[src/rtl/sobel_frame_ctrl.sv]
// ---------------------------------------------------------------------------
// sobel_frame_ctrl
//
// Frame-synchronous controller for the Sobel edge datapath.
//  - Debounces the mode pushbutton and steps the pending display mode
//    combined (00) -> Gx (01) -> Gy (10) -> combined on every press.
//  - Commits the pending mode to the absolute-value stage only at a frame
//    start, so one frame is always processed in a single mode.
//  - Counts nonzero edge pixels during a frame and publishes the count at
//    the frame end together with a one-cycle done strobe.
//
// Ports
//  iCLK        in   1      pixel clock (single clock domain)
//  iRST        in   1      asynchronous active-low reset
//  iKEY_n      in   1      raw mode pushbutton, active-low, asynchronous
//  iFVAL       in   1      frame valid from the capture path
//  iEdge       in   12     edge magnitude from the abs-value stage
//  iEdgeDVAL   in   1      iEdge valid strobe
//  oMode       out  2      committed mode: 00 comb, 01 Gx, 10 Gy
//  oPendMode   out  2      mode that commits at the next frame start
//  oEdgeCount  out  CNT_W  nonzero-edge pixel count of the last full frame
//  oFrameDone  out  1      one-cycle pulse when oEdgeCount updates
//  oInFrame    out  1      high while the controller is inside a frame
// ---------------------------------------------------------------------------
module sobel_frame_ctrl #(
    parameter int DEBOUNCE_CYC = 500000,
    parameter int CNT_W        = 22
) (
    input  logic             iCLK,
    input  logic             iRST,
    input  logic             iKEY_n,
    input  logic             iFVAL,
    input  logic [11:0]      iEdge,
    input  logic             iEdgeDVAL,
    output logic [1:0]       oMode,
    output logic [1:0]       oPendMode,
    output logic [CNT_W-1:0] oEdgeCount,
    output logic             oFrameDone,
    output logic             oInFrame
);

    // The debounce counter only ever holds 0 .. DEBOUNCE_CYC-1.
    localparam int DEB_W = (DEBOUNCE_CYC > 1) ? $clog2(DEBOUNCE_CYC) : 1;
    localparam logic [DEB_W-1:0] DEB_LAST  = DEB_W'(DEBOUNCE_CYC - 1);
    localparam logic [CNT_W-1:0] CNT_MAX   = {CNT_W{1'b1}};

    typedef enum logic [1:0] {
        S_SYNC  = 2'd0,
        S_BLANK = 2'd1,
        S_FRAME = 2'd2
    } state_t;

    logic             key_s1;
    logic             key_s2;
    logic             key_acc;
    logic [DEB_W-1:0] deb_cnt;
    logic             press;

    state_t           state;
    logic             fv_d;
    logic [CNT_W-1:0] count;
    logic [CNT_W-1:0] count_next;
    logic             rise;
    logic             fall;
    logic             pix_hit;

    assign rise       = iFVAL & ~fv_d;
    assign fall       = ~iFVAL & fv_d;
    assign pix_hit    = iEdgeDVAL && (iEdge != 12'd0);
    // Saturating increment: a pathological frame pins at all-ones instead
    // of wrapping to a misleadingly small count.
    assign count_next = (pix_hit && (count != CNT_MAX)) ? count + CNT_W'(1) : count;

    // Key path. The synchronised level must differ from the accepted level
    // for DEBOUNCE_CYC consecutive samples before it is taken; any sample
    // back at the accepted level restarts the count, which filters bounce.
    // Only an accepted low level is a press, so holding the key produces a
    // single step. The press is registered, so the pending mode moves one
    // cycle after acceptance.
    always_ff @(posedge iCLK or negedge iRST) begin
        if (!iRST) begin
            key_s1    <= 1'b1;
            key_s2    <= 1'b1;
            key_acc   <= 1'b1;
            deb_cnt   <= '0;
            press     <= 1'b0;
            oPendMode <= 2'b00;
        end else begin
            key_s1 <= iKEY_n;
            key_s2 <= key_s1;
            press  <= 1'b0;

            if (press) begin
                oPendMode <= (oPendMode == 2'b10) ? 2'b00 : oPendMode + 2'b01;
            end

            if (key_s2 == key_acc) begin
                deb_cnt <= '0;
            end else if (deb_cnt == DEB_LAST) begin
                key_acc <= key_s2;
                deb_cnt <= '0;
                press   <= ~key_s2;
            end else begin
                deb_cnt <= deb_cnt + DEB_W'(1);
            end
        end
    end

    // Frame FSM. After reset it waits for a blank so a frame already in
    // progress is never counted. The commit at the frame start samples the
    // registered pending mode, so a press landing on that very cycle is
    // deferred to the following frame.
    always_ff @(posedge iCLK or negedge iRST) begin
        if (!iRST) begin
            state      <= S_SYNC;
            fv_d       <= 1'b0;
            count      <= '0;
            oMode      <= 2'b00;
            oEdgeCount <= '0;
            oFrameDone <= 1'b0;
            oInFrame   <= 1'b0;
        end else begin
            fv_d       <= iFVAL;
            oFrameDone <= 1'b0;

            case (state)
                S_SYNC: begin
                    if (!iFVAL) begin
                        state <= S_BLANK;
                    end
                end
                S_BLANK: begin
                    if (rise) begin
                        state    <= S_FRAME;
                        oInFrame <= 1'b1;
                        oMode    <= oPendMode;
                        count    <= '0;
                    end
                end
                S_FRAME: begin
                    count <= count_next;
                    // The fall cycle's own pixel is included in the result.
                    if (fall) begin
                        state      <= S_BLANK;
                        oInFrame   <= 1'b0;
                        oEdgeCount <= count_next;
                        oFrameDone <= 1'b1;
                    end
                end
                default: begin
                    state    <= S_SYNC;
                    oInFrame <= 1'b0;
                end
            endcase
        end
    end

endmodule

[config.mk]
export PLATFORM = sky130hd
export DESIGN_NAME = sobel_frame_ctrl
export DESIGN_NICKNAME = d
export VERILOG_FILES = /design/src/rtl/sobel_frame_ctrl.sv
export SDC_FILE = /design/constraint.sdc
export NUM_CORES = 1
export LEC_CHECK = 0
export ABC_AREA = 1
export CAP_MARGIN = 20
export CORE_MARGIN = 8
export CORE_UTILIZATION = 45
export CTS_CLUSTER_DIAMETER = 30
export DETAILED_ROUTE_END_ITERATION = 12
export PLACE_DENSITY = 0.64
export SLEW_MARGIN = 10
export SYNTH_ARGS = -nofsm -noshare
export SYNTH_HDL_FRONTEND = slang
export SYNTH_SLANG_ARGS = --single-unit
[constraint.sdc]
create_clock -name iCLK -period 2.2 [get_ports iCLK]
set_input_delay 0.44 -clock iCLK [delete_from_list [all_inputs] [get_ports iCLK]]
set_output_delay 0.44 -clock iCLK [all_outputs]
set_load 0.01 [all_outputs]
==> metrics.md, run 1 <==
| Metric | Value |
|---|---|
| Outcome | completed |
| Post-DP HPWL | 7.37 mm |
| Most frequent cells in the layout | nand2_1 (251), nor2_1 (81), dfrtp_1 (73) |
| M1 wire length | 5.11 mm |
| Clk_skew | 13.9 ps |
| Tightest Pin Transition | 775 ps |
| Area of the multi-input gates | 2020 µm² |
| Comb power frac | 0.146 |
| Commonest non-fill, non-tap cell in the layout | nand2_1 |
| #FFs+latches synth | 76 |
| CP top delay family | simple AND/OR/NAND/NOR gates |
| # setup viols final | 0 |
| Final Cycle Share | 0.877 |
| Total CTS buffers | 9 |
| Remaining antenna violation count | 0 |
| DRT iter0 DRCs | 249 |
| DR WL met3 | 486 µm |
| Cells after Synth | 600 |
| Drc violations | 0 |
| Endpoint type of the worst setup path | flip-flop |
| Worst vdd rail ir drop | 0.000300 V |
| First-pass DRT Iterations | 6 |
| Max frequency | 0.518 GHz |
| Leak | 2.45 nW |
| Mean Syn Cell Area | 7.00 µm² |
| FILL cells | 899 |
| CTS Sinks | 76 |
| Top cells by area, synth | dfrtp_1 (43%), nand2_1 (22%), nor2_1 (7.2%) |
| Nets | 674 |
| Most area-hungry cell type in the Yosys netlist | dfrtp_1 |
| CP Class | reg -> reg |
| Worst Setup Start Kind | flip-flop |
| Post-CTS Hold Fix Bufs | 0 |
| Warnings, synthesis | 0 |
| Post-synthesis net count | 619 |
| Row Count | 35 |
| I/O pin total | 45 |
| Final Max Slew Viols | 0 |
| Post-synthesis sequential area ratio | 0.453 |
| Shortest period the worst path allows | 1930 ps |
| Root buffer cell | clkbuf_8 |
| Critical Path Most Common Cell | nand2_1 |
| CP cell instances | ha_1, nand2_1, nor2_2, nand2_4, nor2_4, nand3_2, buf_4, nand3_1, nand2_1, nand2_1, nand2_1 |
| Reg clk slew, reported paths | 90 ps |
| CTS tree | yes |
| Pint | 2.17 mW |
| Slowest cell on the critical path | dfrtp_1 |
| Post-DP Area | 4840 µm² |
| Clk_lat worst skew | 350 ps |
| GRT Total Usage | 0.168 |
| Core Area | 9150 µm² |
| Final setup TNS | 0 ps |
| WL/cell | 13.1 µm |
| Area fraction of the dominant cell type after synthesis | 0.435 |
| Worst hold path class | in -> async |
| Final WL | 10.1 mm |
| Die width | 113 µm |
| P_sw | 0.878 mW |
| Synthesized area | 4200 µm² |
| Post-CTS Resized | 0 |
| CP max FO | 11 |
| DR vias/cell | 5.01 |
| Worst R2R Setup Slack | 270 ps |
| Vias | 3863 |
| Area grow syn2layout | 19.9% |
| Ant. Diodes | 0 |
| Netlist cell types | 28 |
| Vias in the first global route | 3715 |
| Routability-driven placement congestion ratio | 0.904 |
| Register area | 1910 µm² |
| Htree depth | 3 |
| Clock Power Share | 0.358 |
| Share of post-route cells with drive strength above 1 | 0.0652 |
| Top sig layer | met4 |
| Sequential power share | 0.495 |
| Antenna violations before repair | 0 |
| Number of buffers added on ports | 44 |
| Worst Path Arrival | 2170 ps |
| Clock Path Buffers | 2 |
| Die ar. | 12700 µm² |
| Die Y-Extent | 113 µm |
| Power density cells | 605 nW/µm² |
| Total of max-cap violations | 0 |
| Worst Path Buf+Inv | 1 |
| Post-CTS Setup Inserts | 0 |
| WP data required | 2440 ps |
| Design area | 5040 µm² |
| Met2 wire length | 4.44 mm |
| CP peak stage delay | 430 ps |
| Max-slew headroom | 0.481 |
| Initial Utilization | 0.459 |
| Switch share | 0.288 |
| Largest net degree at the start of global routing | 41 |
| First-pass GRT wire length | 17.8 mm |
| RSZ-0062 raised after global routing | false |
| Congestion Overflow GR | 0 |
| Final Hold Vio Count | 0 |
-- state kept, by name (all words and copies together) (netlist names) --
signal,flops
key_acc,1
press,1
oInFrame,1
oEdgeCount,22
deb_cnt,19
key_s2,1
oPendMode,2
fv_d,1
oMode,2
key_s1,1
state,2
oFrameDone,1
count,22
-- per-layer routing --
layer  vias to the layer above  GRT usage
met4                         0     0.0549
met3                         8     0.0301
li1                       1978          -
met5                         -          0
met1                      1794      0.237
met2                        83      0.255
-- cell families after synthesis --
kind of cell / Yosys count / synth area share
and+or+nand+nor: 420 / 0.416
buffers and inverters: 70 / 0.0667
xor gates and xnor gates: 20 / 0.0417
adders and majority gates: 2 / 0.00595
AOI/OAI and AO/OA: 12 / 0.0161
DFF: 76 / 0.453
-- path summary, 6_finish.rpt --
| path | from | to | depth (start not counted) |
|---|---|---|---|
| max | count[1] | count[9] | 11 |
| min | iRST | oEdgeCount[10] | 1 |
| max reg2reg | count[1] | count[9] | 11 |
| min reg2reg | key_s1 | key_s2 | 0 |
| max in group asynchronous | iRST | key_s1 | 2 |
| min in group iCLK | key_s1 | key_s2 | 0 |
-- cell type report --
cell class / instances / share of cell area
flip-flops and latches: 76 / 0.378
clock inverters: 7 / 0.0149
inverters: 56 / 0.0417
well taps: 111 / 0.0276
clock buffers: 9 / 0.0246
multi-input cells: 454 / 0.400
repair buffers: 58 / 0.113
-- power by group through the flow --
stage	logic, mW	clock network [mW]	registers, mW
after floorplan	0.205	0	1.54
after CTS	0.455	1.13	1.51
final	0.446	1.09	1.51
after detailed placement	0.454	0	1.54
after global placement	0.440	0	1.54
after global routing	0.497	1.17	1.52
-- per-stage QoR --
stage          instances  worst slack [ps]  power (mW)   util  hold slack (ps)
2_1_floorplan        600               506        1.75      -              144
3_3_place_gp         755               178        1.98  0.529              345
3_5_place_dp         755               146        1.99  0.529              349
4_1_cts              771               242        3.09  0.551             87.5
5_1_grt              771              48.3        3.19  0.551              110
6_report             771               270        3.05  0.551             76.9
-- synth_stat cells --
master,number
a211oi_1,1
a21oi_1,3
and2_1,2
buf_2,8
buf_6,1
clkbuf_1,5
dfrtp_1,73
dfstp_2,3
ha_1,2
inv_1,55
inv_2,1
nand2_1,251
nand2_4,2
nand3_1,50
nand3_2,1
nand3b_1,1
nand4_1,17
nor2_1,81
nor2_2,2
nor2_4,2
nor3_1,9
nor3b_1,1
o21ai_0,6
o22ai_1,1
o32ai_1,1
or2_2,1
xnor2_1,6
xor2_1,14
-- worst reg2reg max path, stage by stage, from the launching register on --
cell and delay (ps):
dfrtp_1 430, ha_1 290, nand2_1 100, nor2_2 190
nand2_4 100, nor2_4 110, nand3_2 120, buf_4 210
nand3_1 100, nand2_1 80, nand2_1 60, nand2_1 50
Power figures use the tool's default switching activity.
==> run 2: changes to the inputs <==
--- a/config.mk
+++ b/config.mk
@@ -11,7 +11,7 @@
 export CORE_UTILIZATION = 45
 export CTS_CLUSTER_DIAMETER = 30
 export DETAILED_ROUTE_END_ITERATION = 12
-export PLACE_DENSITY = 0.64
+export PLACE_DENSITY = 0.68
 export SLEW_MARGIN = 10
 export SYNTH_ARGS = -nofsm -noshare
 export SYNTH_HDL_FRONTEND = slang
==> run 2 against run 1 <==
Effect of this change:
- the flow now finishes with violations (hold timing)
- worst hold slack worse by 77 ps
- critical path depth stayed put
- die area unchanged
- utilization is 0.30 points lower
- first-iteration DRC count increased by 9.6%
- final cell count down 0.39%
- largest cell class unchanged
- largest power group unchanged
- highest routed layer unchanged
==> metrics.md, run 2 (synthesis results as in run 1) <==
| Metric | Value |
|---|---|
| Area of the multi-input gates | 2020 µm² (unchanged) |
| Non-filler cells, final | 768 (was 771) |
| I/O pin total | 45 (unchanged) |
| Crit path from | count[1] (unchanged) |
| Commonest non-fill, non-tap cell in the layout | nand2_1 (unchanged) |
| Max frequency | 0.516 GHz (was 0.518 GHz) |
| Row Count | 35 (unchanged) |
| Worst vdd rail ir drop | 0.000371 V (was 0.000300 V) |
| Core Area | 9150 µm² (unchanged) |
| Congestion Overflow GR | 0 (unchanged) |
| Htree depth | 3 (unchanged) |
| First-pass DRT Iterations | 5 (was 6) |
| Largest net degree at the start of global routing | 32 (was 41) |
| Max-slew headroom | 0.726 (was 0.481) |
| CP max FO | 11 (unchanged) |
| Power density cells | 613 nW/µm² (was 605 nW/µm²) |
| Most frequent cells in the layout | nand2_1 (251), nor2_1 (81), dfrtp_1 (73) (unchanged) |
| Final Cycle Share | 0.881 (was 0.877) |
| CTS Sinks | 76 (unchanged) |
| Reg clk slew, reported paths | 100 ps (was 90 ps) |
| Total of max-cap violations | 0 (unchanged) |
| Post-CTS Resized | 0 (unchanged) |
| Post-CTS Setup Inserts | 0 (unchanged) |
| WHS | -0.235 ps (was 76.9 ps) |
| Area grow syn2layout | 19.2% (was 19.9%) |
| Antenna violations before repair | 0 (unchanged) |
| Drc violations | 0 (unchanged) |
| Worst Setup Start Kind | flip-flop (unchanged) |
| First-pass GRT wire length | 17.2 mm (was 17.8 mm) |
| GRT Total Usage | 0.165 (was 0.168) |
| CTS tree | yes (unchanged) |
| RSZ-0062 raised after global routing | false (unchanged) |
| Vias in the first global route | 3666 (was 3715) |
| Root buffer cell | clkbuf_8 (unchanged) |
| Final setup TNS | 0 ps (unchanged) |
| Tightest Pin Transition | 412 ps (was 775 ps) |
| FILL cells | 887 (was 899) |
| FF-to-FF Start | count[1] (unchanged) |
| Die ar. | 12700 µm² (unchanged) |
| Worst R2R Setup Slack | 260 ps (was 270 ps) |
| Failing checks | hold timing |
| Clock Path Buffers | 2 (unchanged) |
| Register area | 1910 µm² (unchanged) |
| Number of buffers added on ports | 44 (unchanged) |
| Largest regs | count (22), oEdgeCount (22), deb_cnt (19) (unchanged) |
| WL/cell | 12.9 µm (was 13.1 µm) |
| Die Y-Extent | 113 µm (unchanged) |
| Remaining antenna violation count | 0 (unchanged) |
| DRT iter0 DRCs | 273 (was 249) |
| Nets | 671 (was 674) |
| Final Hold Vio Count | 1 (was 0) |
| Outcome | complete, but fails checks (was completed) |
| Endpoint type of the worst setup path | flip-flop (unchanged) |
| Worst hold path class | in -> async (unchanged) |
| Shortest period the worst path allows | 1940 ps (was 1930 ps) |
| Post-CTS Hold Fix Bufs | 0 (unchanged) |
| Vias | 3865 (was 3863) |
| Post-DP HPWL | 7.24 mm (was 7.37 mm) |
| Routability-driven placement congestion ratio | 0.914 (was 0.904) |
| # setup viols final | 0 (unchanged) |
| Worst Path Arrival | 2190 ps (was 2170 ps) |
| Leak | 2.42 nW (was 2.45 nW) |
| Overall power | 3.07 mW (was 3.05 mW) |
| Final WL | 9.92 mm (was 10.1 mm) |
| Initial Utilization | 0.459 (unchanged) |
| Share of post-route cells with drive strength above 1 | 0.0609 (was 0.0652) |
| Die width | 113 µm (unchanged) |
| Clk_lat worst skew | 360 ps (was 350 ps) |
| DR vias/cell | 5.03 (was 5.01) |
| Clk_skew | 13.2 ps (was 13.9 ps) |
| Ant. Diodes | 0 (unchanged) |
| Final Max Slew Viols | 0 (unchanged) |
| Placed cell count | 752 (was 755) |
| WP data required | 2450 ps (was 2440 ps) |
| CP Class | reg -> reg (unchanged) |
| Total CTS buffers | 9 (unchanged) |
run 2: cell types whose count changed in the layout (fill, tap and decap cells not counted):
cell,previous run,this run
clkinv_4,3,0
buf_4,13,11
clkinv_2,2,0
clkinvlp_4,0,2
inv_6,1,3
buf_12,2,1
inv_8,0,1
run 2: routing by layer:
metal	share of wire	vias to the layer above	wire length (µm)	track usage
met5	0	-	0	0
met4	0.0096	0	95	0.0504
met3	0.055	7	549	0.0435
met2	0.44	96	4330	0.252
met1	0.50	1790	4940	0.223
li1	-	1972	-	-
run 2: final timing paths:
kind / end / cells after the start
min in group iCLK: key_s2 / 0
setup / recovery: oEdgeCount[9] / 11
max in group asynchronous: deb_cnt[11] / 2
setup reg to reg: oEdgeCount[9] / 11
hold reg to reg: key_s2 / 0
hold / removal: oFrameDone / 1
run 2: through the flow:
stage / cell area [µm²] / utilization / worst slack (ps) / hold slack [ps]
5_1_grt: 5010 / 0.548 / 129 / 26.4
2_1_floorplan: 4200 / - / 506 / 144
3_3_place_gp: 4800 / 0.525 / 209 / 346
6_report: 5010 / 0.548 / 263 / -0.235
3_5_place_dp: 4800 / 0.525 / 178 / 351
4_1_cts: 5010 / 0.548 / 268 / 9.30
run 2: final cells by class:
cell class                      count  share of cell area
Inverter                           56              0.0419
Tap cell                          111              0.0277
Sequential cell                    76               0.380
Clock inverter                      7              0.0165
Multi-Input combinational cell    454               0.402
Timing Repair Buffer               55               0.106
Clock buffer                        9              0.0247
run 2: where the power goes:
part / internal (mW) / switching [mW]
sequential: 1.46 / 0.0502
clock: 0.544 / 0.598
combinational: 0.163 / 0.255
total: 2.17 / 0.903
run 2: critical path: stages (launching register included):
cell and delay, ps:
dfrtp_1 430, ha_1 310, nand2_1 100, nor2_2 180, nand2_4 110, nor2_4 100, nand3_2 110, buf_4 200
nand3_1 100, nand2_1 80, nand2_1 60, nand2_1 40
